File: src/rtl/message_sequencer_pkg.sv
// Shared definitions for the on-screen message sequencer: state encoding,
// glyph geometry of the letter renderer, and message length clamping.
package message_sequencer_pkg;

  localparam int LETTER_WIDTH  = 32;
  localparam int LETTER_HEIGHT = 32;

  typedef enum logic [1:0] {IDLE, REVEAL, BLINK, SHOW} msg_state_t;

  function automatic logic [3:0] clamp_len(input logic [3:0] req, input int max_len);
    return (req > 4'(max_len)) ? 4'(max_len) : req;
  endfunction

endpackage

File: src/rtl/message_sequencer_if.sv
// Control, buffer-write and pixel/letter signals between game logic, the
// message sequencer and the letter renderer.
interface message_sequencer_if;

  logic        startOfFrame;
  logic [10:0] pixelX;
  logic [10:0] pixelY;
  logic        wrEn;
  logic [3:0]  wrAddr;
  logic [3:0]  wrData;
  logic        start;
  logic [3:0]  msgLen;
  logic        clear;
  logic        ready;
  logic        busy;
  logic        done;
  logic [3:0]  letter;
  logic [10:0] offsetX;
  logic [10:0] offsetY;
  logic        drawLetter;

  modport master (
    output startOfFrame, pixelX, pixelY, wrEn, wrAddr, wrData, start, msgLen, clear,
    input  ready, busy, done, letter, offsetX, offsetY, drawLetter
  );

  modport slave (
    input  startOfFrame, pixelX, pixelY, wrEn, wrAddr, wrData, start, msgLen, clear,
    output ready, busy, done, letter, offsetX, offsetY, drawLetter
  );

endinterface

File: src/rtl/message_sequencer_square.sv
// Combinational hit test of one glyph-sized rectangle; offset is the pixel
// position relative to the rectangle origin (meaningful only when hit=1).
module message_sequencer_square
  import message_sequencer_pkg::*;
#(
  parameter int ORIGIN_X = 0,
  parameter int ORIGIN_Y = 0,
  parameter int WIDTH    = LETTER_WIDTH,
  parameter int HEIGHT   = LETTER_HEIGHT
) (
  input  logic [10:0] pixel_x,
  input  logic [10:0] pixel_y,
  output logic        hit,
  output logic [10:0] off_x,
  output logic [10:0] off_y
);

  localparam logic [10:0] X0 = 11'(ORIGIN_X);
  localparam logic [10:0] X1 = 11'(ORIGIN_X + WIDTH);
  localparam logic [10:0] Y0 = 11'(ORIGIN_Y);
  localparam logic [10:0] Y1 = 11'(ORIGIN_Y + HEIGHT);

  assign hit   = (pixel_x >= X0) && (pixel_x < X1) && (pixel_y >= Y0) && (pixel_y < Y1);
  assign off_x = pixel_x - X0;
  assign off_y = pixel_y - Y0;

endmodule

File: src/rtl/message_sequencer.sv
// Typewriter reveal, blink and hold of a buffered letter message; the pixel
// path is registered (one cycle latency) and start is held off via ready.
module message_sequencer
  import message_sequencer_pkg::*;
#(
  parameter int MAX_LETTERS   = 8,
  parameter int TOP_LEFT_X    = 200,
  parameter int TOP_LEFT_Y    = 5,
  parameter int PITCH         = 50,
  parameter int REVEAL_FRAMES = 15,
  parameter int BLINK_FRAMES  = 10,
  parameter int BLINK_TOGGLES = 6
) (
  input logic          clk,
  input logic          resetN,
  message_sequencer_if.slave bus
);

  msg_state_t state, state_n;
  logic [3:0] len, len_n, reveal_cnt, reveal_n, reveal_step;
  logic [7:0] frame_cnt, frame_n, toggle_cnt, toggle_n;
  logic       visible, visible_n, done_n;
  logic       ready_int, accept, wr_ok;
  logic [3:0] code_mem [MAX_LETTERS];

  assign ready_int = (state == IDLE) || (state == SHOW);
  assign accept    = bus.start && ready_int && !bus.clear;
  assign wr_ok     = bus.wrEn && !bus.busy && (bus.wrAddr < 4'(MAX_LETTERS));
  // Gated by reset so every output reads 0 while reset is held.
  assign bus.ready = ready_int && resetN;
  assign bus.busy  = (state == REVEAL) || (state == BLINK);
  assign reveal_step = (reveal_cnt < len) ? reveal_cnt + 4'd1 : reveal_cnt;

  always_comb begin
    state_n   = state;
    len_n     = len;
    reveal_n  = reveal_cnt;
    frame_n   = frame_cnt;
    toggle_n  = toggle_cnt;
    visible_n = visible;
    done_n    = 1'b0;
    if (bus.clear) begin
      state_n   = IDLE;
      len_n     = 4'd0;
      reveal_n  = 4'd0;
      frame_n   = 8'd0;
      toggle_n  = 8'd0;
      visible_n = 1'b0;
    end else if (accept) begin
      len_n     = clamp_len(bus.msgLen, MAX_LETTERS);
      frame_n   = 8'd0;
      toggle_n  = 8'd0;
      visible_n = 1'b0;
      if (clamp_len(bus.msgLen, MAX_LETTERS) == 4'd0) begin
        state_n  = IDLE;
        reveal_n = 4'd0;
        done_n   = 1'b1;
      end else begin
        state_n  = REVEAL;
        reveal_n = 4'd1;
      end
    end else if (bus.startOfFrame) begin
      case (state)
        REVEAL: begin
          if (frame_cnt + 8'd1 == 8'(REVEAL_FRAMES)) begin
            frame_n  = 8'd0;
            reveal_n = reveal_step;
            if (reveal_step == len) begin
              state_n   = BLINK;
              visible_n = 1'b1;
              toggle_n  = 8'd0;
            end
          end else begin
            frame_n = frame_cnt + 8'd1;
          end
        end
        BLINK: begin
          if (frame_cnt + 8'd1 == 8'(BLINK_FRAMES)) begin
            frame_n   = 8'd0;
            toggle_n  = toggle_cnt + 8'd1;
            visible_n = !visible;
            if (toggle_cnt + 8'd1 == 8'(BLINK_TOGGLES)) begin
              state_n   = SHOW;
              visible_n = 1'b1;
              done_n    = 1'b1;
            end
          end else begin
            frame_n = frame_cnt + 8'd1;
          end
        end
        default: ;
      endcase
    end
  end

  logic [MAX_LETTERS-1:0] hit;
  logic [10:0] slot_off_x [MAX_LETTERS];
  logic [10:0] slot_off_y [MAX_LETTERS];

  for (genvar i = 0; i < MAX_LETTERS; i++) begin : g_slot
    message_sequencer_square #(
      .ORIGIN_X(TOP_LEFT_X + i * PITCH),
      .ORIGIN_Y(TOP_LEFT_Y)
    ) u_square (
      .pixel_x(bus.pixelX),
      .pixel_y(bus.pixelY),
      .hit    (hit[i]),
      .off_x  (slot_off_x[i]),
      .off_y  (slot_off_y[i])
    );
  end

  logic [3:0]  vis_lim, sel_code;
  logic [10:0] sel_off_x, sel_off_y;
  logic        sel_hit;

  always_comb begin
    vis_lim = 4'd0;
    case (state)
      REVEAL:  vis_lim = reveal_cnt;
      BLINK:   vis_lim = visible ? len : 4'd0;
      SHOW:    vis_lim = len;
      default: vis_lim = 4'd0;
    endcase
    sel_hit   = 1'b0;
    sel_code  = 4'd0;
    sel_off_x = 11'd0;
    sel_off_y = 11'd0;
    // Walk downwards so the lowest overlapping slot is the last to win.
    for (int i = MAX_LETTERS - 1; i >= 0; i--) begin
      if (hit[i] && (4'(i) < vis_lim)) begin
        sel_hit   = 1'b1;
        sel_code  = code_mem[i];
        sel_off_x = slot_off_x[i];
        sel_off_y = slot_off_y[i];
      end
    end
  end

  always_ff @(posedge clk or negedge resetN) begin
    if (!resetN) begin
      state          <= IDLE;
      len            <= 4'd0;
      reveal_cnt     <= 4'd0;
      frame_cnt      <= 8'd0;
      toggle_cnt     <= 8'd0;
      visible        <= 1'b0;
      bus.done       <= 1'b0;
      bus.letter     <= 4'd0;
      bus.offsetX    <= 11'd0;
      bus.offsetY    <= 11'd0;
      bus.drawLetter <= 1'b0;
      for (int i = 0; i < MAX_LETTERS; i++) code_mem[i] <= 4'd0;
    end else begin
      state          <= state_n;
      len            <= len_n;
      reveal_cnt     <= reveal_n;
      frame_cnt      <= frame_n;
      toggle_cnt     <= toggle_n;
      visible        <= visible_n;
      bus.done       <= done_n;
      bus.letter     <= sel_code;
      bus.offsetX    <= sel_off_x;
      bus.offsetY    <= sel_off_y;
      bus.drawLetter <= sel_hit;
      for (int i = 0; i < MAX_LETTERS; i++) begin
        if (wr_ok && (bus.wrAddr == 4'(i))) code_mem[i] <= bus.wrData;
      end
    end
  end

endmodule

File: src/flat_wrapper.sv
// flat-port wrapper written by rule: the top's interface ports become plain ports
module message_sequencer_flat import message_sequencer_pkg::*;
#(
  parameter int MAX_LETTERS   = 8,
  parameter int TOP_LEFT_X    = 200,
  parameter int TOP_LEFT_Y    = 5,
  parameter int PITCH         = 50,
  parameter int REVEAL_FRAMES = 15,
  parameter int BLINK_FRAMES  = 10,
  parameter int BLINK_TOGGLES = 6
)
  (clk, resetN, bus_startOfFrame, bus_pixelX, bus_pixelY, bus_wrEn, bus_wrAddr, bus_wrData, bus_start, bus_msgLen, bus_clear, bus_ready, bus_busy, bus_done, bus_letter, bus_offsetX, bus_offsetY, bus_drawLetter);
  message_sequencer_if bus_i ();
  input logic clk;
  input logic resetN;
  input wire logic [$bits(bus_i.startOfFrame)-1:0] bus_startOfFrame;
  input wire logic [$bits(bus_i.pixelX)-1:0] bus_pixelX;
  input wire logic [$bits(bus_i.pixelY)-1:0] bus_pixelY;
  input wire logic [$bits(bus_i.wrEn)-1:0] bus_wrEn;
  input wire logic [$bits(bus_i.wrAddr)-1:0] bus_wrAddr;
  input wire logic [$bits(bus_i.wrData)-1:0] bus_wrData;
  input wire logic [$bits(bus_i.start)-1:0] bus_start;
  input wire logic [$bits(bus_i.msgLen)-1:0] bus_msgLen;
  input wire logic [$bits(bus_i.clear)-1:0] bus_clear;
  output wire logic [$bits(bus_i.ready)-1:0] bus_ready;
  output wire logic [$bits(bus_i.busy)-1:0] bus_busy;
  output wire logic [$bits(bus_i.done)-1:0] bus_done;
  output wire logic [$bits(bus_i.letter)-1:0] bus_letter;
  output wire logic [$bits(bus_i.offsetX)-1:0] bus_offsetX;
  output wire logic [$bits(bus_i.offsetY)-1:0] bus_offsetY;
  output wire logic [$bits(bus_i.drawLetter)-1:0] bus_drawLetter;
  assign bus_i.startOfFrame = bus_startOfFrame;
  assign bus_i.pixelX = bus_pixelX;
  assign bus_i.pixelY = bus_pixelY;
  assign bus_i.wrEn = bus_wrEn;
  assign bus_i.wrAddr = bus_wrAddr;
  assign bus_i.wrData = bus_wrData;
  assign bus_i.start = bus_start;
  assign bus_i.msgLen = bus_msgLen;
  assign bus_i.clear = bus_clear;
  assign bus_ready = bus_i.ready;
  assign bus_busy = bus_i.busy;
  assign bus_done = bus_i.done;
  assign bus_letter = bus_i.letter;
  assign bus_offsetX = bus_i.offsetX;
  assign bus_offsetY = bus_i.offsetY;
  assign bus_drawLetter = bus_i.drawLetter;
  message_sequencer #(.MAX_LETTERS(MAX_LETTERS), .TOP_LEFT_X(TOP_LEFT_X), .TOP_LEFT_Y(TOP_LEFT_Y), .PITCH(PITCH), .REVEAL_FRAMES(REVEAL_FRAMES), .BLINK_FRAMES(BLINK_FRAMES), .BLINK_TOGGLES(BLINK_TOGGLES)) u_core (.clk(clk), .resetN(resetN), .bus(bus_i));
endmodule
File: config.mk
export PLATFORM = sky130hd
export DESIGN_NAME = message_sequencer_flat
export DESIGN_NICKNAME = d
export VERILOG_FILES = /design/src/rtl/message_sequencer_pkg.sv /design/src/rtl/message_sequencer_if.sv /design/src/rtl/message_sequencer_square.sv /design/src/rtl/message_sequencer.sv /design/src/flat_wrapper.sv
export SDC_FILE = /design/constraint.sdc
export NUM_CORES = 1
export LEC_CHECK = 0
export CORE_MARGIN = 3
export CORE_UTILIZATION = 40
export CTS_BUF_LIST = sky130_fd_sc_hd__clkbuf_2
export DETAILED_ROUTE_END_ITERATION = 8
export PLACE_DENSITY = 0.64
export SETUP_SLACK_MARGIN = 0.5
export SLEW_MARGIN = 20
export SYNTH_ARGS = -nofsm -noshare
export SYNTH_HDL_FRONTEND = slang
export SYNTH_SLANG_ARGS = --single-unit
File: constraint.sdc
create_clock -name clk -period 4.3 [get_ports clk]
set_clock_uncertainty 0.2 [all_clocks]
set_input_delay 0.86 -clock clk [delete_from_list [all_inputs] [get_ports clk]]
set_output_delay 0.86 -clock clk [all_outputs]
set_load 0.005 [all_outputs]
==> flow_summary_export.csv <==
group,metric,value,unit
global_route,first_global_vias,5774,
cts,cts-root-to-sink-buffers,2,
die,std_cell_rows,45,
sta,finalWorstPathRequiredPeriod,3.518,ns
detailed_routing,totalWireLength,18.00,mm
finish,most_frequent_cells_in_the_layout,"dfrtp_1, clkdlybuf4s50_1, nor2_1",
global_route,overflow_left_after_global_routing,0,
hold_path,hold_path.class,"in -> async",
cts,post_cts_resize_count,0,
power,p_total,2280,µW
sta,totalNegativeSetupSlack,0,ns
setup_path,timing.critical_path.required,4.63,ns
cts,cts_root_buffer,"clkbuf_2",
synth,synth-main-ff-cell,"dfrtp_1",
finish,final_common_cell,"dfrtp_1",
die,core-area,15310,µm²
sta,worstMarginPinSlew,0.6852,ns
place,finalWeightedCongestion,0.9567,
cts,clk_transition_reported_paths,0.27,ns
global_route,globalRouteTotalUtil,0.2079,
finish,syn_to_final_growth,19.31,%
cts,tritoncts_num_sinks,87,
power,p_per_area,302.9,nW/µm²
sta,timing.final.setup_violations,0,
finish,final_design_area_no_fill,7528,µm²
setup_path,cp_slowest_cell,"dfrtp_1",
detailed_routing,drt-vias-per-instance,5.751,
synth,syn_inst,713,
global_route,grt_antenna_before_repair,1,
die,design.die.area,17320,µm²
cts,cts_made_buffers,9,
cts,worst_skew_pair.late_latency,0.61,ns
global_route,largest_net_degree_at_the_start_of_global_routing,55,
finish,drive_gt1_frac,0.1420,
power,ir_drop,0.1820,mV
setup_path,timing.critical_path.arrival,3.85,ns
cts,cts_tree,"built",
setup_path,start_kind,"flip-flop",
setup_path,cp-end-kind,"flip-flop",
synth,synth-edff-count,0,
finish,final_nets,873,
setup_path,timing.critical_path.fanout_max,12,
setup_path,reg2reg_to,"u_core.toggle_cnt[3]",
setup_path,critical-path-top-cell-by-count,"a21oi_1",
global_route,first_pass_grt_wire_length,29.39,mm
synth,syn-num-nets,788,
synth,synth-seq-area-share,0.3450,
die,die-height,131.6,µm
sta,final_hold_viol_count,0,
detailed_routing,via_count,5832,
finish,postLayoutCoreUtil,0.4916,
setup_path,worst-r2r-cell-count,11,
synth,ys.warnings.count,0,
synth,combined_area_of_all_synthesized_cells,6310,µm²
setup_path,crit_type,"reg -> reg",
synth,netlist-cell-type-count,75,
place,place_area,7413,µm²
synth,synthArstFlopShare,1.000,
setup_path,rr_startpoint,"u_core.len[2]",
sta,slew-limit-headroom,0.5432,
die,design.portCount,70,
job,drv.max_cap_violation_count,0,
finish,num-fill-cells,1473,
setup_path,worst-r2r-setup-slack,0.78,ns
cts,postCtsSetupRepairBufs,0,
sta,fmaxAchievable,284.3,MHz
place,numPortBuffers,69,
synth,postSynthRegisterBits,87,
place,place.detailed.hpwl,13.67,mm
setup_path,cp_slowest_stage_delay,0.53,ns
power,cellLeakagePower,0.003218,µW
die,start_util,0.4120,
detailed_routing,dr.first_iter.drc_count,390,
detailed_routing,detailed_route_wire_length_per_cell,17.75,µm
detailed_routing,drt_first_pass_iters,6,
synth,synth_area_per_cell,8.850,µm²
finish,antennaDiodeCount,0,
setup_path,crit_path_cell_trace,"inv_1 -> ha_1 -> or2_2 -> a21oi_1 -> nor2_1 -> or4_1 -> nand3_1 -> a21oi_1 -> buf_4 -> or2_1 -> o41ai_1",
sta,fin_crit_sh,0.8180,
sta,setup_repair_after_global_routing_missed_its_margin,"false",
detailed_routing,postRouteAntennaNets,0,
die,die_x,131.6,µm
cts,htree_levels,3,
cts,ctsHoldBuffers,0,
outcome,outcome,"complete, no violations",
sta,finalMaxSlewViolations,0,
detailed_routing,remaining_drc_errors,0,
cells by family (layout without fill, tap and decap cells):
logic type | Yosys count | count (layout) | synth area share
simple gates | 263 | 263 | 0.2126
compound gates | 181 | 181 | 0.2050
flops | 87 | 87 | 0.3450
buf+inv | 69 | 159 | 0.04521
xor+xnor | 40 | 40 | 0.05552
mux | 38 | 38 | 0.06722
fa+ha+maj | 35 | 35 | 0.06940
critical path, delay by kind of cell, from the launching register on:
family / cells / cell delay [ns]
simple gates: 5 / 1.40
compound gates: 3 / 0.71
flops: 1 / 0.53
buf+inv: 2 / 0.32
fa+ha+maj: 1 / 0.28
state kept, by name, summed over array words and instances (netlist names):
name,count
u_core.state,2
u_core.len,4
u_core.bus.done,1
u_core.code_mem,32
u_core.bus.offsetY,11
u_core.bus.letter,4
u_core.bus.offsetX,11
u_core.frame_cnt,8
u_core.reveal_cnt,4
u_core.bus.drawLetter,1
u_core.visible,1
u_core.toggle_cnt,8
power breakdown:
group	total [µW]	switching, µW	internal (µW)
clock network	440	304	136
logic	727	389	337
registers	1110	128	986
cell usage after synthesis (4+ instances only):
cell type | instances | area (µm²)
o221ai_1 | 7 | 61.31
o41ai_1 | 7 | 61.31
buf_2 | 9 | 45.04
nand2b_1 | 7 | 43.79
nand3b_1 | 6 | 45.04
or2_2 | 6 | 37.54
a222oi_1 | 4 | 40.04
o22ai_1 | 8 | 50.05
dfrtp_1 | 87 | 2177
nand4_1 | 10 | 62.56
nor3_1 | 12 | 60.06
a21o_1 | 9 | 67.56
or3_1 | 7 | 43.79
a21oi_1 | 35 | 175.2
xor2_1 | 14 | 122.6
nor3b_1 | 4 | 30.03
and3_1 | 12 | 75.07
ha_1 | 35 | 437.9
o21ai_0 | 35 | 175.2
o211ai_1 | 7 | 52.55
clkbuf_1 | 23 | 86.33
a31oi_1 | 8 | 50.05
mux2_2 | 35 | 394.1
o31ai_1 | 11 | 82.58
nand3_1 | 26 | 130.1
a22oi_1 | 6 | 45.04
and2_1 | 8 | 50.05
xnor2_1 | 26 | 227.7
nor2_1 | 67 | 251.5
inv_1 | 33 | 123.9
nand2_1 | 64 | 240.2
a21boi_0 | 4 | 30.03
nor2b_1 | 14 | 87.58
stage by stage:
stage	hold WS (ns)	setup slack (ns)	instances
5_1_grt	0.08511	0.5714	1014
6_report	0.1156	0.7824	1014
3_5_place_dp	0.2614	0.2813	998
2_1_floorplan	0.2444	0.7300	713
3_3_place_gp	0.2620	0.2255	998
4_1_cts	0.08149	0.8125	1014
final cells by class:
type / instances / area (µm²) / area share
Multi-Input combinational cell: 557 / 3852 / 0.5117
Sequential cell: 87 / 2177 / 0.2892
Timing Repair Buffer: 110 / 996.0 / 0.1323
Tap cell: 211 / 264.0 / 0.03507
Inverter: 33 / 123.9 / 0.01645
Clock inverter: 7 / 70.07 / 0.009307
Clock buffer: 9 / 45.04 / 0.005983
worst max-delay path by stage:
stage | start | to | slack [ns]
floorplan | bus_pixelX[3] | u_core.bus.offsetX[3] | 0.73
global placement | bus_pixelX[3] | u_core.bus.offsetX[5] | 0.23
detailed placement | bus_pixelY[0] | u_core.bus.offsetX[3] | 0.28
CTS | u_core.len[2] | u_core.toggle_cnt[7] | 0.81
global route | u_core.len[2] | u_core.toggle_cnt[6] | 0.57
finish | u_core.len[2] | u_core.toggle_cnt[3] | 0.78
per-layer routing:
metal  vias to the layer above  share of wire  track usage
li1                       2752              -            -
met1                      2829           0.44       0.2688
met2                       203           0.48       0.3398
met3                        48          0.049      0.04020
met4                         0          0.032      0.08985
met5                         -              0            0
Note: power is estimated with default switching activity, not from simulation.
